**src/rtl/alu_pkg.sv**
```systemverilog
// Shared constants for the 16-bit ALU datapath and its result serializer.
// Holds the state encoding, the ALU opcodes and the frame sizing helper.
package alu_pkg;

  localparam logic ST_IDLE = 1'b0;
  localparam logic ST_SEND = 1'b1;

  typedef enum logic {
    IDLE = ST_IDLE,
    SEND = ST_SEND
  } ser_state_e;

  localparam int BYTE_WIDTH_DEF = 8;

  localparam logic [1:0] OP_ADD = 2'd0;
  localparam logic [1:0] OP_SUB = 2'd1;
  localparam logic [1:0] OP_MUL = 2'd2;
  localparam logic [1:0] OP_DIV = 2'd3;

  function automatic int num_bytes(input int width, input int byte_width);
    return (2 * width) / byte_width;
  endfunction

endpackage

```
**src/rtl/alu_result_serializer.sv**
```systemverilog
// Captures each valid ALU result and streams it out LSB byte first over valid/ready.
// Results arriving mid-frame are dropped and reported with a one-cycle Overrun pulse.
module alu_result_serializer
  import alu_pkg::*;
#(
  parameter int Width      = 16,
  parameter int Byte_Width = BYTE_WIDTH_DEF
) (
  input  logic                  CLK,
  input  logic                  RST,
  input  logic [2*Width-1:0]    Arith_OUT,
  input  logic                  Arith_Flag,
  input  logic                  Tx_Ready,
  output logic [Byte_Width-1:0] Tx_Data,
  output logic                  Tx_Valid,
  output logic                  Tx_Last,
  output logic                  Busy,
  output logic                  Overrun
);

  localparam int Num_Bytes = num_bytes(Width, Byte_Width);
  localparam int IdxW      = (Num_Bytes > 1) ? $clog2(Num_Bytes) : 1;
  localparam logic [IdxW-1:0] LastIdx = IdxW'(Num_Bytes - 1);

  ser_state_e          state_q, state_d;
  logic [2*Width-1:0]  shift_q, shift_d;
  logic [IdxW-1:0]     idx_q, idx_d;
  logic                overrun_q, overrun_d;

  logic xfer;
  logic at_last;

  assign xfer    = (state_q == SEND) && Tx_Ready;
  assign at_last = (idx_q == LastIdx);

  always_ff @(posedge CLK) begin
    if (RST) begin
      state_q   <= IDLE;
      shift_q   <= '0;
      idx_q     <= '0;
      overrun_q <= 1'b0;
    end else begin
      state_q   <= state_d;
      shift_q   <= shift_d;
      idx_q     <= idx_d;
      overrun_q <= overrun_d;
    end
  end

  always_comb begin
    state_d   = state_q;
    shift_d   = shift_q;
    idx_d     = idx_q;
    overrun_d = 1'b0;
    case (state_q)
      IDLE: begin
        if (Arith_Flag) begin
          shift_d = Arith_OUT;
          idx_d   = '0;
          state_d = SEND;
        end
      end
      SEND: begin
        if (xfer && at_last) begin
          // A result landing on the final transfer starts the next frame with no bubble.
          if (Arith_Flag) begin
            shift_d = Arith_OUT;
          end else begin
            shift_d = shift_q >> Byte_Width;
            state_d = IDLE;
          end
          idx_d = '0;
        end else begin
          overrun_d = Arith_Flag;
          if (xfer) begin
            shift_d = shift_q >> Byte_Width;
            idx_d   = idx_q + 1'b1;
          end
        end
      end
      default: state_d = IDLE;
    endcase
  end

  assign Tx_Data  = shift_q[Byte_Width-1:0];
  assign Tx_Valid = (state_q == SEND);
  assign Busy     = (state_q == SEND);
  assign Tx_Last  = (state_q == SEND) && at_last;
  assign Overrun  = overrun_q;

endmodule

```
**config.mk**
```make
export PLATFORM = sky130hd
export DESIGN_NAME = alu_result_serializer
export DESIGN_NICKNAME = d
export VERILOG_FILES = /design/src/rtl/alu_pkg.sv /design/src/rtl/alu_result_serializer.sv
export SDC_FILE = /design/constraint.sdc
export NUM_CORES = 1
export LEC_CHECK = 0
export ABC_AREA = 0
export BUFFER_PORTS_ARGS = -buffer_cell sky130_fd_sc_hd__clkbuf_2
export CORE_MARGIN = 5
export CORE_UTILIZATION = 47
export CTS_BUF_LIST = sky130_fd_sc_hd__clkbuf_16
export DETAILED_ROUTE_END_ITERATION = 6
export PLACE_DENSITY = 0.83
export SLEW_MARGIN = 20
export SYNTH_ARGS = -nofsm -noshare
export SYNTH_HDL_FRONTEND = slang
export SYNTH_SLANG_ARGS = --single-unit
```
**constraint.sdc**
```tcl
create_clock -name CLK -period 1.2 [get_ports CLK]
set_input_delay 0.18 -clock CLK [delete_from_list [all_inputs] [get_ports CLK]]
set_output_delay 0.18 -clock CLK [all_outputs]
set_load 0.01 [all_outputs]
```
==> flow_metrics.env <==
export IMPL_seq_power_share_pct=40.1
export IMPL_cts_tree="yes"
export IMPL_final_setup_skew_ps=5.31
export IMPL_min_from="Arith_OUT[31]"
export IMPL_status="complete, but fails checks"
export IMPL_synth_area_leader_cell="dfxtp_1"
export IMPL_slew_viol_final=0
export IMPL_overflow=0
export IMPL_cp_required_ps=1380
export IMPL_critPathMaxFanout=15
export IMPL_clock_fmax_mhz=749
export IMPL_period_share_pct=111
export IMPL_dpl_worst_slack_ps=-246
export IMPL_tightest_slew_ps=228
export IMPL_clkPwrFrac_pct=42.6
export IMPL_syn_area_um2=1860
export IMPL_totalPowerFinal_uw=3360
export IMPL_tns_ps=-2480
export IMPL_async_reset_ff_share_pct=0
export IMPL_synth_fp_nets=240
export IMPL_viasPerCell=5.63
export IMPL_fin_hold_ws_ps=166
export IMPL_synth_seq_area_share_pct=38.8
export IMPL_postRouteAntennaNets=0
export IMPL_whs_path_depth=3
export IMPL_clock_sinks=36
export IMPL_syn_to_final_growth_pct=31.0
export IMPL_grt_pass1_vias=1605
export IMPL_p_sw_uw=824
export IMPL_clock_path_buffers=2
export IMPL_cp_end_kind="register"
export IMPL_synth_cell_types=21
export IMPL_gp_congestion=0.716
export IMPL_min_period_ps=1340
export IMPL_rows=22
export IMPL_layout_drive_gt1_share_pct=44.5
export IMPL_seq_area_um2=727
export IMPL_via_count=1662
export IMPL_reg2reg_depth=5
export IMPL_clk_pin_slew_ps=50
export IMPL_leakage_uw=0.000943
export IMPL_die_h_um=72.9
export IMPL_ff2ff_setup_slack_ps=-140
export IMPL_drc_errors=0
export IMPL_min_to="shift_q[31]"
export IMPL_routedWlPerCell_um=15.6
export IMPL_start_util_pct=49.7
export IMPL_mostFrequentLayoutCell="clkbuf_2"
export IMPL_root_buffer="clkbuf_16"
export IMPL_multiInputGateArea_um2=976
export IMPL_ios=48
export IMPL_r2r_start="idx_q[1]"
export IMPL_synthTopCellsByArea="dfxtp_1 39%, a311oi_2 19%, nand3_1 6.7%"
export IMPL_filler_cell_count=309
export IMPL_synthFlopType="dfxtp_1"
export IMPL_fp_coreArea_um2=3740
export IMPL_grt_pass1_wl_mm=7.31
export IMPL_crit_path_start_kind="register"
export IMPL_htree_levels=2
export IMPL_hold_path_class="in2reg"
export IMPL_insertion_delay_ps=280
export IMPL_drt_total_wl_mm=4.61
export IMPL_rsz0062_at_grt="true"
export IMPL_synth_edf_count=0
export IMPL_finalNetCount=283
export IMPL_worstPathArrival_ps=1520
export IMPL_netlist_instances=203
export IMPL_track_usage_pct=17.5
export IMPL_n_antenna_cell=0
export IMPL_grt_start_max_net_pins=37
export IMPL_dp_hpwl_mm=2.84
export IMPL_hold_viol=0
export IMPL_yosys_warnings=0
export IMPL_violations="negative setup slack"
export IMPL_drt_pass1_iter_count=4
export IMPL_antenna_found_initial=0
export IMPL_reg2reg_to="shift_q[12]"
export IMPL_setup_violations=33
export IMPL_finalNonFillerCells=295
export IMPL_worst_ir_drop_vdd_mv=0.693
export IMPL_dp_cells=283
export IMPL_finalWorstSetupSlack_ps=-135
export IMPL_syn_area_per_cell_um2=9.16
export IMPL_maxCapViolations=0
export IMPL_criticalPathCategory="reg2reg"
export IMPL_dr_first_iter_drc_count=83
export IMPL_p_per_area_nw_per_um2=1380
export IMPL_p_int_uw=2530
export IMPL_cts_buffers=5
export IMPL_synth_seq_cells=36
export IMPL_die_x_um=72.9
export IMPL_die_area_um2=5310
export IMPL_hold_buffers=0
export IMPL_numPortBuffers=47
export IMPL_slew_headroom_pct=84.8
export IMPL_yosysTopAreaCellShare_pct=38.8
export IMPL_final_cell_mix="46 x clkbuf_2, 33 x dfxtp_1, 26 x nor2_1"
export IMPL_sw_frac_of_total_pct=24.5
export IMPL_p_comb_share_pct=17.3
## Yosys cell counts (6+ instances only)
library cell	instances
o21ai_0	24
clkbuf_1	6
buf_6	6
buf_2	10
o211ai_1	8
a21oi_1	10
a311oi_2	24
dfxtp_1	36
nand3_1	25
nand2_1	10
nor2_1	26
buf_4	9
## critical path, stage by stage, from the launching register on
cell	delay, ps
dfxtp_2	360
ha_4	160
and3_4	230
buf_12	140
o21ai_1	80
a311oi_2	270
## how the worst max path moves through the flow
| stage | from | end |
|---|---|---|
| after detailed placement | idx_q[1] | shift_q[21] |
| after global routing | idx_q[1] | shift_q[12] |
| after floorplan | Busy | shift_q[0] |
| final | idx_q[1] | shift_q[12] |
| after CTS | idx_q[1] | Tx_Last |
| after global placement | idx_q[0] | shift_q[0] |
## flip-flops by register name, summed over array words and instances (netlist names)
name / flops
Busy: 1
idx_q: 2
shift_q: 32
Overrun: 1
## stage by stage
step	instance area [um2]	utilization [%]
after floorplan	1870	-
after detailed placement	2130	56.9
after CTS	2370	63.2
after global placement	2130	56.9
after global routing	2430	65.0
final	2430	65.0
## routing by layer
layer,routed length (um),track usage (%)
met1,1980,21.2
met2,2290,29.3
met3,265,4.68
met4,74,6.97
met5,0,0
## final cells by class
type                    instances  share of cell area (%)
multi-input cells             135                    40.1
flip-flops and latches         36                    29.9
repair buffers                 67                    20.7
clock buffers                   5                    5.14
well taps                      48                    2.47
clock inverters                 3                    1.59
inverters                       1                   0.154
## power by group through the flow
stage	clock network [uW]	registers, uW	logic (uW)
after global placement	0	1360	524
after global routing	1510	1360	635
after CTS	1450	1350	566
after detailed placement	0	1370	537
after floorplan	0	1360	413
final	1430	1350	582
## cell families after synthesis
kind of cell	synth area share (%)
AO/OA/AOI/OAI	32.2
adder cells (fa/ha/maj)	0.673
buffers and inverters	11.4
flip-flops	38.8
AND/OR/NAND/NOR	15.6
multiplexers	1.35
## timing repair
item / in CTS / in global routing
endpoints found under the setup margin: 35 / 35
cloned: 1 / 1
hold endpoints to repair: 0 / 0
gates resized for setup: 40 / 8
setup buffers: 0 / 2
pin swaps: 4 / 12
Note: power is estimated with default switching activity, not from simulation.
